**src/rtl/pc_sequencer.sv**
```systemverilog
// pc_sequencer: instruction fetch address sequencer with redirect, stall and halt control.
// Ports:
//   clk          system clock, rising edge
//   reset_n      asynchronous active-low reset
//   call, ret    link-register save/restore (only with PC_SEQ_LINK_EN defined)
//   fetch_req    registered fetch request, high only in FETCH
//   fetch_ack    memory accepts the request at pc this cycle
//   pc           current fetch address
//   instr_valid  one-cycle pulse after an accepted fetch
//   instr_pc     address of the completed fetch
//   br_valid     redirect request
//   br_target    redirect address
//   stall        hold sequencing
//   halt         stop fetching
//   resume       leave HALT
//   halted       high in HALT
// Optional feature macro: PC_SEQ_LINK_EN (call/ret with link register).
module pc_sequencer #(
    parameter int ADDR_W     = 4,
    parameter int RESET_ADDR = 0,
    parameter int STEP       = 1
) (
    input  logic              clk,
    input  logic              reset_n,
`ifdef PC_SEQ_LINK_EN
    input  logic              call,
    input  logic              ret,
`endif
    output logic              fetch_req,
    input  logic              fetch_ack,
    output logic [ADDR_W-1:0] pc,
    output logic              instr_valid,
    output logic [ADDR_W-1:0] instr_pc,
    input  logic              br_valid,
    input  logic [ADDR_W-1:0] br_target,
    input  logic              stall,
    input  logic              halt,
    input  logic              resume,
    output logic              halted
);
    typedef enum logic [2:0] {START, FETCH, HOLD, REDIR, HALT} state_t;

    localparam logic [ADDR_W-1:0] RST_PC = ADDR_W'(RESET_ADDR);
    localparam logic [ADDR_W-1:0] INC    = ADDR_W'(STEP);

    state_t            state, state_nx;
    logic [ADDR_W-1:0] pc_nx, ipc_nx, seq_pc;
    logic              ival_nx;

    assign seq_pc = pc + INC;

`ifdef PC_SEQ_LINK_EN
    logic [ADDR_W-1:0] link, link_nx;
`endif

    always_comb begin
        state_nx = state;
        pc_nx    = pc;
        ipc_nx   = instr_pc;
        ival_nx  = 1'b0;
`ifdef PC_SEQ_LINK_EN
        link_nx  = link;
`endif
        case (state)
            START: state_nx = FETCH;
            FETCH: begin
                if (fetch_ack) begin
                    ival_nx  = 1'b1;
                    ipc_nx   = pc;
`ifdef PC_SEQ_LINK_EN
                    // branch beats return; a call is a branch that also saves the fall-through
                    pc_nx    = br_valid ? br_target : (ret ? link : seq_pc);
                    link_nx  = (call && br_valid) ? seq_pc : link;
`else
                    pc_nx    = br_valid ? br_target : seq_pc;
`endif
                    state_nx = halt ? HALT : (stall ? HOLD : FETCH);
                end else if (br_valid) begin
                    pc_nx    = br_target;
                    state_nx = REDIR;
                end
                // unaccepted request without redirect: hold, ignoring halt/stall
            end
            REDIR: state_nx = FETCH;
            HOLD: begin
                pc_nx    = br_valid ? br_target : pc;
                state_nx = halt ? HALT : (stall ? HOLD : FETCH);
            end
            HALT: begin
                pc_nx    = br_valid ? br_target : pc;
                state_nx = (!halt && resume) ? FETCH : HALT;
            end
            default: state_nx = START;
        endcase
    end

    always_ff @(posedge clk or negedge reset_n) begin
        if (!reset_n) begin
            state       <= START;
            pc          <= RST_PC;
            instr_pc    <= RST_PC;
            instr_valid <= 1'b0;
            fetch_req   <= 1'b0;
            halted      <= 1'b0;
        end else begin
            state       <= state_nx;
            pc          <= pc_nx;
            instr_pc    <= ipc_nx;
            instr_valid <= ival_nx;
            fetch_req   <= state_nx == FETCH;
            halted      <= state_nx == HALT;
        end
    end

`ifdef PC_SEQ_LINK_EN
    always_ff @(posedge clk or negedge reset_n) begin
        if (!reset_n) link <= RST_PC;
        else          link <= link_nx;
    end
`endif
endmodule

```
**config.mk**
```make
export PLATFORM = sky130hd
export DESIGN_NAME = pc_sequencer
export DESIGN_NICKNAME = d
export VERILOG_FILES = /design/src/rtl/pc_sequencer.sv
export SDC_FILE = /design/constraint.sdc
export NUM_CORES = 1
export LEC_CHECK = 0
export BUFFER_PORTS_ARGS = -buffer_cell sky130_fd_sc_hd__buf_2
export CAP_MARGIN = 20
export CORE_MARGIN = 2
export CORE_UTILIZATION = 50
export CTS_CLUSTER_DIAMETER = 200
export DETAILED_ROUTE_END_ITERATION = 10
export PLACE_DENSITY = 0.76
export SLEW_MARGIN = 10
export SYNTH_ARGS = -nofsm -noshare
export SYNTH_HDL_FRONTEND = slang
export SYNTH_SLANG_ARGS = --single-unit
```
**constraint.sdc**
```tcl
create_clock -name clk -period 2.34 [get_ports clk]
set_clock_uncertainty 0.2 [all_clocks]
set_input_delay 0.351 -clock clk [delete_from_list [all_inputs] [get_ports clk]]
set_output_delay 0.351 -clock clk [all_outputs]
set_load 0.005 [all_outputs]
```
==> metrics <==
outcome=finished, final reports clean; cells along the critical path=nor3b_2 -> and2_1 -> mux2_2; Req. time, crit path=2.31 ns; busiest layer in global routing=met2; dominant cell type by area after synthesis=sky130_fd_sc_hd__dfrtp_1; register bit count reported by yosys=14; Crit. Startpoint=state[2]; initial cell density of the core=0.544; synth warn=0; Setup-failing EPs final=0; top flip-flop cell by instance count after synthesis=sky130_fd_sc_hd__dfrtp_1; clock latency of the later-clocked register in the worst-skew pair=about 0.28 ns; pin count of the biggest net entering global routing=16; dominant cells by area after synthesis=sky130_fd_sc_hd__dfrtp_1, sky130_fd_sc_hd__mux2_2, sky130_fd_sc_hd__buf_6, sky130_fd_sc_hd__nor3b_1, sky130_fd_sc_hd__nand2b_1; violation count after the first detailed-route iteration=13; share of synthesized area occupied by flip-flops and latches=0.422; post-CTS repair timing setup buffer count=0; Post-Route Hold Slack=0.120 ns; number of remaining DRC errors=0; IO Pins=22; synthesized cell area=830 µm²; library cell used as clock root buffer=sky130_fd_sc_hd__clkbuf_4; fraction of met1 tracks used by global routing=0.247; fin util=0.634; power per standard cell area=1260 nW/µm²; f_max=523 MHz; worst reg-to-reg setup slack=0.43 ns; worst vdd ir=0.690 mV; Tightest Pin Transition=0.400 ns; layout cell share with drive strength beyond 1=0.356; remaining number of nets flagged by the antenna check after routing=0; instance count on the critical path=3; total leakage power=0.438 nW; WL/cell=13.5 µm; Core Rows=14; number of instances resized during post-cts repair=0; async set or reset register ratio after synthesis=1.00; worst relative slew slack=0.733; vias per std cell=about 5.6; crit start category=flip-flop; DP Wirelength=between 1000 and 1500 µm; Total Routing Usage GR=0.184; Hold WC Path Type=in -> reg; Core ar.=1520 µm²; die outline width=44.7 µm; Total Nets Final=114; count of mapped cells out of synthesis=79; DIE AREA=between 2000 and 2500 µm²; final period utilization=0.817; total cell area at the placement stage=920 µm²; CP max-delay cell=sky130_fd_sc_hd__dfrtp_1; buffers added on ports=21; number of buffers inserted during clock tree synthesis=3; via count of the first global-routing pass=588; class of the most critical setup path=reg -> reg; Arrival @ worst endpoint=about 1.9 ns; RR Endpoint=instr_pc[0]; met2 routing resource usage after global routing=0.275; wire length reported by the detailed router=1580 µm; maximum net fanout on the critical path=12; post-layout minimum cycle time=1.91 ns; EDFF count, synth=0; unrepaired setup endpoints after global routing=no; wire length of the first global-routing pass=between 2000 and 3000 µm; height of the die=44.7 µm; Sinks on Clock Net=14; Reg clk slew, reported paths=roughly 0.090 ns; met3 GRT Util=0.0240; final hold violations=0; endpoint of the worst setup timing path=instr_pc[0]; leading cell type by number of instances after synthesis=sky130_fd_sc_hd__dfrtp_1; Longest Clk Path Bufs=2; post-synth net total=between 90 and 100; via count=between 600 and 700; largest stage delay on the critical path=0.53 ns; startpoint of the worst-slack reg-to-reg timing path=state[2]; Setup TNS=0 ns; overflow left after global routing=0; CP endpoint kind=flip-flop; layout overhead on the synthesized area=16.4%; Netlist cell types=35; maximum capacitance violations=0; R2R depth=3; final instance area=966 µm²; final antenna diode count=0; synth cell count leaders=sky130_fd_sc_hd__dfrtp_1, sky130_fd_sc_hd__nor2_1, sky130_fd_sc_hd__o21ai_0; max-slew violation count=0; Buffers & Inverters on Critical Path=0; number of H-tree branching levels=1; post-layout power=approximately 1.2 mW; portion of synthesized cell area occupied by the leading cell type=0.422; number of iterations in the first detailed-routing pass=4; Syn Area/Cell=10.5 µm²; routability cong.=0.786; Top delay family on crit path=simple AND/OR/NAND/NOR gates; Post-CTS Hold Fix Bufs=1; initial antenna violation count=0; clock tree from TritonCTS=yes
[logic make-up (layout without fill, tap and decap cells)]
kind of cell	Yosys count	in the layout	share of synthesized area
and+or+nand+nor	31	31	0.232
AOI/OAI and AO/OA	19	19	0.172
DFF	14	14	0.422
buffers and inverters	7	29	0.0603
muxes	6	6	0.0784
adders and majority gates	1	1	0.0151
xor gates and xnor gates	1	1	0.0196
[routing by layer]
| layer | vias to the layer above | wire [µm] |
|---|---|---|
| met5 | - | 0 |
| met4 | 0 | 42 |
| met1 | 308 | 768 |
| met2 | 11 | 719 |
| met3 | 4 | 45 |
| li1 | 335 | - |
[worst register-to-register path, cell delays in order, from the launching register on]
cell,delay [ns]
sky130_fd_sc_hd__dfrtp_1,0.53
sky130_fd_sc_hd__nor3b_2,0.34
sky130_fd_sc_hd__and2_1,0.35
sky130_fd_sc_hd__mux2_2,0.37
[flip-flops by register name, indices dropped and copies added (netlist names)]
name         cells
instr_pc         4
pc               4
state            3
fetch_req        1
halted           1
instr_valid      1
[layout by cell type (no fill, tap or decap), types with 2 or more instances in the layout]
cell type                  count
sky130_fd_sc_hd__a21oi_1       4
sky130_fd_sc_hd__mux2_2        4
sky130_fd_sc_hd__nand3b_1      3
sky130_fd_sc_hd__nand3_1       2
sky130_fd_sc_hd__nor3_1        2
sky130_fd_sc_hd__buf_2        21
sky130_fd_sc_hd__nand2b_1      4
sky130_fd_sc_hd__dfrtp_1      14
sky130_fd_sc_hd__clkbuf_4      3
sky130_fd_sc_hd__mux2i_1       2
sky130_fd_sc_hd__nor3b_1       4
sky130_fd_sc_hd__o21ai_0       5
sky130_fd_sc_hd__nor2_1        6
sky130_fd_sc_hd__nand2_1       3
sky130_fd_sc_hd__inv_1         2
[through the flow]
stage	setup WS, ns	cells
2_1_floorplan	0.667	79
3_3_place_gp	0.482	112
3_5_place_dp	0.450	112
4_1_cts	0.423	117
5_1_grt	0.315	117
6_report	0.429	117
[power by group]
part           leakage, nW  switching [mW]  total (mW)  internal, mW
clock               0.0210          0.0835       0.178        0.0947
combinational        0.249           0.263       0.566         0.303
sequential           0.168           0.116       0.472         0.356
[final cells by class]
class	count	area [µm²]
clock buffer	4	36.3
fill	123	558
inverter	2	7.51
multi-input combinational	58	429
sequential	14	350
tap	16	20.0
timing repair buffer	23	123
[worst min-delay path by stage]
stage                             from          end  slack (ns)  depth (start not counted)
after floorplan                reset_n    fetch_req       -0.14                          0
after global placement         reset_n  instr_pc[3]        0.06                          1
after detailed placement       reset_n  instr_pc[3]        0.07                          1
after CTS                 br_target[0]        pc[0]        0.12                          3
after global routing      br_target[0]        pc[0]        0.13                          3
final                     br_target[0]        pc[0]        0.12                          3
Power figures use the tool's default switching activity.
